## config.mk

```make
export PLATFORM = sky130hd
export DESIGN_NAME = seg_scan
export DESIGN_NICKNAME = d
export VERILOG_FILES = /design/src/rtl/seg_scan.sv
export SDC_FILE = /design/constraint.sdc
export NUM_CORES = 1
export LEC_CHECK = 0
export CORE_MARGIN = 2
export CORE_UTILIZATION = 48
export DETAILED_ROUTE_END_ITERATION = 12
export PLACE_DENSITY = 0.72
export SLEW_MARGIN = 40
export SYNTH_ARGS = -nofsm -noshare
export SYNTH_HDL_FRONTEND = slang
export SYNTH_SLANG_ARGS = --single-unit
export TNS_END_PERCENT = 20
```

## constraint.sdc

```tcl
create_clock -name clk -period 6.4 [get_ports clk]
set_input_delay 0.96 -clock clk [delete_from_list [all_inputs] [get_ports clk]]
set_output_delay 0.96 -clock clk [all_outputs]
set_load 0.01 [all_outputs]
```

## src/rtl/seg_scan.sv

```systemverilog
// Eight-digit seven-segment scanner: one hex nibble per digit slot, with decimal
// points and leading-zero blanking, fed from a shadow copy captured once per frame.
module seg_scan #(
  parameter int SCAN_DIV   = 50000,
  parameter int DEAD       = 2,
  parameter int ACTIVE_LOW = 1
) (
  input  logic        clk,
  input  logic        rst,
  input  logic [31:0] seg_data_i,
  input  logic [7:0]  dp_i,
  input  logic        blank_lz_i,
  input  logic        en_i,
  output logic [7:0]  an_o,
  output logic [7:0]  seg_o,
  output logic        frame_o
);
  localparam int          CW  = (SCAN_DIV > 1) ? $clog2(SCAN_DIV) : 1;
  localparam logic [CW-1:0] LAST = CW'(SCAN_DIV - 1);
  localparam logic [7:0]  OFF = (ACTIVE_LOW != 0) ? 8'hFF : 8'h00;
  // XOR mask that converts the active-low working form to the output polarity
  localparam logic [7:0]  POL = ~OFF;

  logic [CW-1:0] cnt;
  logic [2:0]    idx;
  logic [31:0]   sh_data;
  logic [7:0]    sh_dp;
  logic          sh_blz;

  logic          frame_start;
  logic [31:0]   cur_data;
  logic [7:0]    cur_dp;
  logic          cur_blz;
  logic [3:0]    nib;
  logic [7:0]    blank;
  logic          zero_above;
  logic          active;
  logic [7:0]    an_al;
  logic [7:0]    seg_al;

  function automatic logic [7:0] hex_al(input logic [3:0] n);
    case (n)
      4'h0: hex_al = 8'hC0;  4'h1: hex_al = 8'hF9;
      4'h2: hex_al = 8'hA4;  4'h3: hex_al = 8'hB0;
      4'h4: hex_al = 8'h99;  4'h5: hex_al = 8'h92;
      4'h6: hex_al = 8'h82;  4'h7: hex_al = 8'hF8;
      4'h8: hex_al = 8'h80;  4'h9: hex_al = 8'h90;
      4'hA: hex_al = 8'h88;  4'hB: hex_al = 8'h83;
      4'hC: hex_al = 8'hC6;  4'hD: hex_al = 8'hA1;
      4'hE: hex_al = 8'h86;  default: hex_al = 8'h8E;
    endcase
  endfunction

  assign frame_start = en_i && (cnt == '0) && (idx == 3'd0);

  // On the frame-start cycle the fresh inputs are already the frame's data.
  assign cur_data = frame_start ? seg_data_i : sh_data;
  assign cur_dp   = frame_start ? dp_i       : sh_dp;
  assign cur_blz  = frame_start ? blank_lz_i : sh_blz;

  always_comb begin
    zero_above = 1'b1;
    blank      = '0;
    for (int k = 7; k >= 0; k--) begin
      zero_above = zero_above && (cur_data[4*k +: 4] == 4'h0);
      if (k >= 1) blank[k] = cur_blz && zero_above;
    end
  end

  assign nib    = cur_data[{idx, 2'b00} +: 4];
  assign active = (32'(cnt) >= DEAD) && !blank[idx];
  assign an_al  = ~(8'b1 << idx);

  always_comb begin
    seg_al = hex_al(nib);
    if (cur_dp[idx]) seg_al[7] = 1'b0;
  end

  always_ff @(posedge clk or posedge rst) begin
    if (rst) begin
      cnt     <= '0;
      idx     <= 3'd0;
      sh_data <= '0;
      sh_dp   <= '0;
      sh_blz  <= 1'b0;
      frame_o <= 1'b0;
      an_o    <= OFF;
      seg_o   <= OFF;
    end else if (!en_i) begin
      cnt     <= '0;
      idx     <= 3'd0;
      frame_o <= 1'b0;
      an_o    <= OFF;
      seg_o   <= OFF;
    end else begin
      frame_o <= frame_start;
      if (frame_start) begin
        sh_data <= seg_data_i;
        sh_dp   <= dp_i;
        sh_blz  <= blank_lz_i;
      end
      if (cnt == LAST) begin
        cnt <= '0;
        idx <= idx + 3'd1;
      end else begin
        cnt <= cnt + 1'b1;
      end
      an_o  <= active ? (an_al ^ POL)  : OFF;
      seg_o <= active ? (seg_al ^ POL) : OFF;
    end
  end
endmodule

```

## Word level (Yosys, flattened, before mapping)

Memory sizes are Yosys's and may differ from the RTL's.
Cells that the tools add are included.

| word-level totals | value |
|---|---|
| flip-flop bits (word level) | 77 |
| memory bits (read-only) | 112 |
| logic and storage cells | 61 |
| memories kept | 1 |

Memories:

| memory | words | width | read ports | clocked after Yosys merged registers in | wr ports | RTL line | RTL |
|---|---|---|---|---|---|---|---|
| (no name shown) | 16 | 7 | 1 | 0 | 0 | 42 | `case (n)` |

| cells by class | value |
|---|---|
| add/subtract/negate cells | 2 |
| magnitude comparators | 2 |
| equality and inequality tests | 2 |
| shifts and indexed selects | 2 |
| mux-type cells | 17 |
| bitwise logic cells | 1 |
| reductions and logical operators | 26 |

Operators with widths:

| operator | number |
|---|---|
| 8-bit two-way mux | 5 |
| 16-bit two-way mux | 2 |
| 32-bit two-way mux | 1 |
| 32-bit by 6-bit variable part select with 4-bit output | 1 |
| 4-bit zero test | 7 |
| 16-bit by 1-bit adder with 16-bit output (second input constant) | 1 |
| 16-bit == test (second input constant) | 1 |
| 16-bit by 2-bit >= comparator with 1-bit output (second input constant) | 1 |
| 1-bit logical AND | 16 |
| 16-bit zero test | 1 |
| 8-bit NOT | 1 |
| 1-bit by 3-bit << shifter with 8-bit output (first input constant) | 1 |
| 1-bit binary-select mux with 3-bit select | 2 |
| 3-bit two-way mux | 2 |
| 1-bit two-way mux | 5 |
| 3-bit by 4-bit < comparator with 1-bit output (second input constant) | 1 |
| 3-bit by 1-bit adder with 3-bit output (second input constant) | 1 |
| 3-bit zero test | 1 |
| 2-bit by 1-bit inequality test with 1-bit output (second input constant) | 1 |
| 1-bit zero test | 1 |

## Longest topological paths before layout

Gate-level depths: netlist of run 1.

| depth | value |
|---|---|
| depth in word-level cells | 18 |
| mapped depth | 15 |
| gate-level depth less buffers | 12 |

## Worst setup path after synthesis of run 1

OpenSTA, ideal clock, no wires.

| path | value |
|---|---|
| path kind | reg-to-reg |
| start point | register idx[0] |
| end point | register seg_o[3] |
| setup time | 0.087 ns |
| arrival | 3.255 ns |
| required time | 6.313 ns |
| slack | 3.058 ns |
| stages on the path, launching flop included | 15 |
| path buffers | 2 |
| cell sequence | dfrtp_1 -> buf_2 -> inv_1 -> buf_1 -> ha_1 -> nand4_1 -> nor2_8 -> mux2_1 -> o211ai_1 -> and3_1 -> clkinv_1 -> ha_1 -> mux2_2 -> nor2_1 -> o21ai_1 |

| between the ends | value |
|---|---|
| word-level cells in the longest chain between the ends | 17 |
| elaborated cells on any way between the ends | 32 |
| those cells by class | 1 x shift; 6 x mux; 24 x reduce/logical; 1 x memory |

RTL lines:

| element | RTL line | RTL |
|---|---|---|
| start, declared | 25 | `logic [2:0] idx;` |
| start signal, assigned | 104 | `idx <= idx + 3'd1;` |
| parallel branches: the longest is 15 deep, another holds memory 16 x 7 bit | -- |  |
| 8-bit two-way mux (*) | 109 | `seg_o <= active ? (seg_al ^ POL) : OFF;` |
| 8-bit two-way mux (*) | 89 | `end else if (!en_i) begin` |
| end signal, assigned | 109 |  |
| end, declared | 15 | `output logic [7:0] seg_o,` |

Mark *: on every way between the ends. The select of a mux whose other input is x is not followed.
A chain may end at the register's enable or synchronous reset.

## Worst setup path in the final report of run 1

| path | value |
|---|---|
| start point | input en_i |
| end point | register seg_o[3] |

| between the ends | value |
|---|---|
| word-level cells in the longest chain between the ends | 17 |
| elaborated cells on any way between the ends | 32 |
| those cells by class | 1 x shift; 6 x mux; 24 x reduce/logical; 1 x memory |

RTL lines:

| element | RTL line | RTL |
|---|---|---|
| start, declared | 13 | `input logic en_i,` |
| parallel branches: the longest is 16 deep, another holds memory 16 x 7 bit | -- |  |
| 8-bit two-way mux (*) | 89 |  |

Marked as above.

==> run_results.csv, run 1 <==
group,metric,value,unit
synthesis,syn-num-nets,443,
die,initial_utilization,0.492,
route,routed-via-count,3171,
clocking,cts_resized,0,
synthesis,ys_seq_area_frac,0.456,
worst_setup_path,reg2reg_to,"seg_o[3]",
layout,nets,500,
placement,hpwl,6710,um
route,final_antenna_net_count,0,
sta,skew,0.0123,ns
die,core-area,8680,sq um
synthesis,synth-async-reset-ratio,1.00,
sta,slew-limit-headroom,0.544,
global_routing,grt_pass1_vias,3151,
run,maxCapViolations,0,
worst_setup_path,critPathLaunch,"en_i",
global_routing,grt_max_degree,78,
route,drt_iter0_markers,202,
global_routing,grt-ovfl-total,0,
worst_setup_path,r2r_cells,13,
worst_setup_path,cp_num_buf_inv,3,
clocking,root_buffer,"clkbuf_8",
worst_setup_path,cp_num_cells,12,
clocking,clock-sinks,77,
layout,area_delta_synth_final,19.7,%
sta,setup_viol,0,
min_path,hold_class,"register to register",
synthesis,yosysWarnings,0,
synthesis,yosysTopAreaCell,"dfrtp_1",
placement,io_buffer_count,60,
global_routing,antenna_found_initial,0,
worst_setup_path,crit_path_start_kind,"primary input",
worst_setup_path,cp_top_family,"buffers and inverters",
synthesis,synth_cell_types,51,
worst_setup_path,crit_type,"primary input to register",
sta,fmaxAchievable,252,MHz
die,ios,61,
worst_setup_path,cp_max_fo,36,
layout,final_cells,554,
worst_setup_path,worstPathRequired,6.66,ns
run_status,status,"complete, no violations",
synthesis,synth_top_flop_cell,"dfrtp_1",
worst_setup_path,arrival,4.23,ns
route,vias_per_cell,5.72,
sta,finalSetupTns,0,ns
synthesis,ys_ff_latch,77,
route,first_pass_iters,4,
worst_setup_path,setup.worst_path.end,"seg_o[3]",
worst_setup_path,reg2reg_from,"idx[0]",
die,die_y,98.3,um
synthesis,synth_area,4270,sq um
worst_setup_path,crit_path_end_kind,"register",
clocking,cts_tree,"yes",
layout,drive_gt1_frac,0.235,
worst_setup_path,crit_top_cell,"buf_4",
global_routing,grt_pass1_wl,15600,um
sta,min_period_over_period,0.620,
power_and_ir_drop,powerDensity,246,nW/um^2
synthesis,synth_cells,384,
die,die_w,98.3,um
worst_setup_path,cp_slowest_cell,"clkdlybuf4s50_1",
synthesis,postSynthAreaPerCell,11.1,sq um
clocking,clk_latency,0.35,ns
route,wl,9250,um
placement,gp_congestion,0.882,
placement,dp_cells,538,
die,rows,34,
sta,grt_setup_unrepaired,"false",
die,die-area,9660,sq um
clocking,path_clk_slew,0.08,ns
route,drc_errors,0,
layout,antenna_cells,0,
power_and_ir_drop,p_leak,2.09,nW
clocking,ctsHoldBuffers,0,
power_and_ir_drop,vdd_drop_max,0.112,mV
sta,hold_violations,0,
clocking,postCtsSetupBuffers,0,
layout,fin_util,0.589,
worst_setup_path,cp_slowest_stage_delay,0.61,ns
global_routing,grt.total_usage,0.199,
sta,timing.hold.ws,0.493,ns
clocking,cts_htree_levels,3,
synthesis,synthTopCellsByArea,"dfrtp_1, mux2_2, dfstp_2",
layout,layout_common_cells,"dfrtp_1, clkdlybuf4s50_1, nand2_1",
clocking,cts_buffers,9,
sta,finalMaxSlewViolations,0,
sta,timing.final.crit_period,3.97,ns
route,wire_per_inst,16.7,um
worst_setup_path,path_cells,"clkdlybuf4s50_1 > nand4_1 > buf_4 > nor2_8 > buf_4 > mux4_2 > a22oi_1 > nand2_1 > ha_1 > mux2_2 > nor2_1 > o21ai_1",
synthesis,yosysTopAreaCellShare,0.358,
worst_setup_path,ff2ff_setup_slack,2.62,ns
clocking,clockBufferDepth,2,
sta,worst_pin_slew,0.684,ns
synthesis,synth_edf_count,0,
[power by group]
group	internal, mW	total (mW)	switching (mW)
clock	0.145	0.339	0.194
combinational	0.163	0.306	0.143
sequential	0.565	0.611	0.0461
total	0.873	1.26	0.383
[cell usage after synthesis, types with 2 or more instances]
cell type,count
a21oi_1,4
clkinv_1,2
and2_1,3
nor4_4,2
mux4_2,8
a211oi_2,2
and3_1,8
o21ai_1,12
mux2_2,43
nor2_1,25
a211oi_1,9
o221ai_1,3
xor2_1,8
clkbuf_1,5
dfstp_2,16
nand4_2,2
inv_2,2
a22oi_1,11
nand3_1,19
nor3_1,2
o211ai_1,4
dfrtp_1,61
ha_1,15
nor4_1,13
nor3_2,2
nand2_1,50
inv_1,8
buf_2,8
mux2i_1,5
xnor2_1,7
buf_6,3
nand4_1,3
[sequential cells by signal, summed over array words and instances, names as in the netlist]
register  flops
idx           3
sh_blz        1
an_o          8
sh_dp         8
frame_o       1
sh_data      32
cnt          16
seg_o         8
[layer usage]
layer	track usage	wire length, um	vias to the layer above
li1	-	-	1503
met2	0.319	4520	96
met1	0.279	4180	1561
met4	0.0664	110	0
met3	0.0308	434	11
met5	0	0	-
[how the worst min path moves through the flow]
stage	slack (ns)	cells past startpoint	endpoint	start
CTS	0.49	1	cnt[0]	cnt[0]
global placement	0.48	1	cnt[0]	cnt[0]
finish	0.49	1	cnt[0]	cnt[0]
floorplan	0.45	1	cnt[0]	cnt[0]
detailed placement	0.48	1	cnt[0]	cnt[0]
global route	0.51	1	cnt[0]	cnt[0]
[per-stage QoR]
step / power (mW) / worst slack (ns) / cell area [sq um]
finish: 1.26 / 2.43 / 5110
floorplan: 0.827 / 3.06 / 4270
detailed placement: 0.925 / 2.10 / 4930
global placement: 0.914 / 2.17 / 4920
CTS: 1.27 / 2.46 / 5110
global route: 1.32 / 2.22 / 5110
[area by class of cell]
| class | count | area, sq um |
|---|---|---|
| tap | 108 | 135 |
| inverter | 12 | 45.0 |
| multi-input combinational | 277 | 2160 |
| timing repair buffer | 64 | 634 |
| sequential | 77 | 1950 |
| clock buffer | 9 | 124 |
| clock inverter | 7 | 58.8 |
| fill | 736 | 3570 |
[cell families (layout without fill, tap and decap cells)]
| kind of cell | count (synthesis) | in the layout | share of synthesized area |
|---|---|---|---|
| compound gates | 53 | 53 | 0.0892 |
| xor+xnor | 15 | 15 | 0.0308 |
| fa+ha+maj | 15 | 15 | 0.0440 |
| buf+inv | 30 | 92 | 0.0367 |
| flops | 77 | 77 | 0.456 |
| mux | 57 | 57 | 0.170 |
| simple gates | 137 | 137 | 0.173 |
(Power assumes the default switching activity.)
==> run 2, diff against run 1 <==
Clock period 6.4 ns to 3.9 ns, I/O delays scaled along.
==> run 2 against run 1 <==
Against the previous run:
- sequential power grew 64%
- combinational power grew 66%
- register-to-register slack lost 2.2 ns
- wire length grew 4.0%
- core utilization grew 0.59 points
- non-clock buffer count grew 5
- count of clock-buffer cells in the layout grew 5
- hold slack gained 0.0045 ns
- critical path depth is the same
- flip-flop and latch count is the same
- final cell count grew 0.90%
- setup slack lost 2.0 ns
- critical endpoint unchanged
- largest cell class unchanged
- largest power group unchanged
- highest routed layer unchanged
==> run_results.csv, run 2 (synthesis gave the netlist of run 1 again) <==
group,metric,value,unit
sta,fmaxAchievable,288,MHz
worst_setup_path,worstPathRequired,4.17,ns
worst_setup_path,cp_max_fo,16,
worst_setup_path,r2r_cells,12,
clocking,clock-sinks,77,
worst_setup_path,cp_top_family,"simple AND/OR/NAND/NOR gates",
layout,reg_top3,"sh_data x32, cnt x16",
clocking,postCtsSetupBuffers,0,
run,maxCapViolations,0,
clocking,ctsHoldBuffers,0,
die,die_y,98.3,um
clocking,cts_tree,"yes",
clocking,root_buffer,"clkbuf_8",
worst_setup_path,crit_type,"register to register",
clocking,cts_resized,0,
layout,layout_commonest_cell,"dfrtp_1",
worst_setup_path,path_cells,"clkinv_1 > ha_1 > nand4_1 > nor2_8 > mux4_2 > a22oi_1 > and3_1 > clkinv_1 > ha_1 > mux2_2 > nor2_1 > o21ai_1",
global_routing,grt_max_degree,61,
placement,io_buffer_count,60,
sta,setup_viol,0,
min_path,hold_depth,1,
layout,largest_register_ffs,32,
route,wl,9620,um
min_path,hold-path-endpoint,"sh_dp[1]",
layout,fill_cells,750,
clocking,cts_htree_levels,3,
die,rows,34,
placement,dp_cells,543,
worst_setup_path,ff2ff_setup_slack,0.43,ns
layout,final_cells,559,
worst_setup_path,cp_num_cells,12,
route,drc_errors,0,
sta,worst_pin_slew,0.728,ns
global_routing,grt.total_usage,0.207,
sta,slew-limit-headroom,0.510,
sta,skew,0.00784,ns
die,initial_utilization,0.492,
clocking,path_clk_slew,0.08,ns
layout,drive_gt1_frac,0.239,
sta,grt_setup_unrepaired,"false",
worst_setup_path,cp_slowest_cell,"dfrtp_1",
worst_setup_path,cp_num_buf_inv,2,
sta,min_period_over_period,0.889,
layout,layout_common_cells,"dfrtp_1, clkdlybuf4s50_1, nand2_1",
clocking,clockBufferDepth,2,
sta,finalMaxSlewViolations,0,
min_path,hold_class,"register to register",
placement,hpwl,7100,um
sta,hold_violations,0,
worst_setup_path,crit_path_end_kind,"register",
power_and_ir_drop,p_leak,2.13,nW
power_and_ir_drop,vdd_drop_max,0.197,mV
layout,fin_util,0.595,
worst_setup_path,reg2reg_from,"idx[1]",
die,die_w,98.3,um
die,core-area,8680,sq um
global_routing,antenna_found_initial,0,
layout,area_delta_synth_final,20.9,%
sta,finalSetupTns,0,ns
die,ios,61,
route,routed-via-count,3208,
route,drt_iter0_markers,168,
die,die-area,9660,sq um
min_path,hp-start,"sh_dp[1]",
run_status,status,"complete, no violations",
layout,seq_area,1950,sq um
worst_setup_path,crit_path_start_kind,"register",
route,wire_per_inst,17.2,um
global_routing,grt-ovfl-total,0,
clocking,cts_buffers,9,
route,vias_per_cell,5.74,
clocking,clk_latency,0.35,ns
worst_setup_path,cp_slowest_stage_delay,0.47,ns
layout,nets,505,
global_routing,grt_pass1_vias,3176,
sta,timing.final.crit_period,3.47,ns
worst_setup_path,critPathLaunch,"idx[1]",
sta,timing.hold.ws,0.498,ns
route,final_antenna_net_count,0,
power_and_ir_drop,powerDensity,407,nW/um^2
layout,regMostFlops,"sh_data",
placement,gp_congestion,0.848,
global_routing,grt_pass1_wl,16100,um
worst_setup_path,arrival,3.73,ns
worst_setup_path,reg2reg_to,"seg_o[3]",
layout,antenna_cells,0,
layout,multi_input_area,2160,sq um
route,first_pass_iters,4,
[run 2: cell count changes in the layout (fill, tap and decap cells not counted), sizes merged]
cell / change
clkinv: -3
clkbuf: +5
inv: -2
buf: +5
[run 2: area by class of cell]
class,instances,area share
Sequential cell,77,0.377
Clock inverter,2,0.00291
Multi-Input combinational cell,277,0.419
Timing Repair Buffer,69,0.130
Inverter,12,0.00873
Clock buffer,14,0.0354
Tap cell,108,0.0262
[run 2: how the worst max path moves through the flow]
stage | to | slack, ns
6_report | seg_o[3] | 0.43
4_1_cts | seg_o[3] | 0.45
5_1_grt | seg_o[3] | 0.27
2_1_floorplan | seg_o[3] | 0.56
3_5_place_dp | seg_o[3] | 0.23
3_3_place_gp | seg_o[3] | 0.38
[run 2: layer usage]
| metal | track usage | part of all wire | vias up | routed length (um) |
|---|---|---|---|---|
| met2 | 0.337 | 0.48 | 72 | 4640 |
| met3 | 0.0322 | 0.040 | 11 | 384 |
| met1 | 0.282 | 0.46 | 1612 | 4470 |
| met4 | 0.0769 | 0.013 | 0 | 125 |
| li1 | - | - | 1513 | - |
| met5 | 0 | 0 | - | 0 |
[run 2: metrics by stage]
stage | power, mW | instance area, sq um | setup slack [ns]
2_1_floorplan | 1.36 | 4270 | 0.558
3_5_place_dp | 1.53 | 4960 | 0.229
4_1_cts | 2.11 | 5160 | 0.450
6_report | 2.10 | 5160 | 0.433
5_1_grt | 2.21 | 5160 | 0.270
3_3_place_gp | 1.51 | 4960 | 0.378
[run 2: report_power, final]
group / total [mW] / switching [mW] / internal, mW
sequential: 1.00 / 0.0770 / 0.927
clock: 0.589 / 0.288 / 0.301
combinational: 0.509 / 0.238 / 0.271
total: 2.10 / 0.603 / 1.50
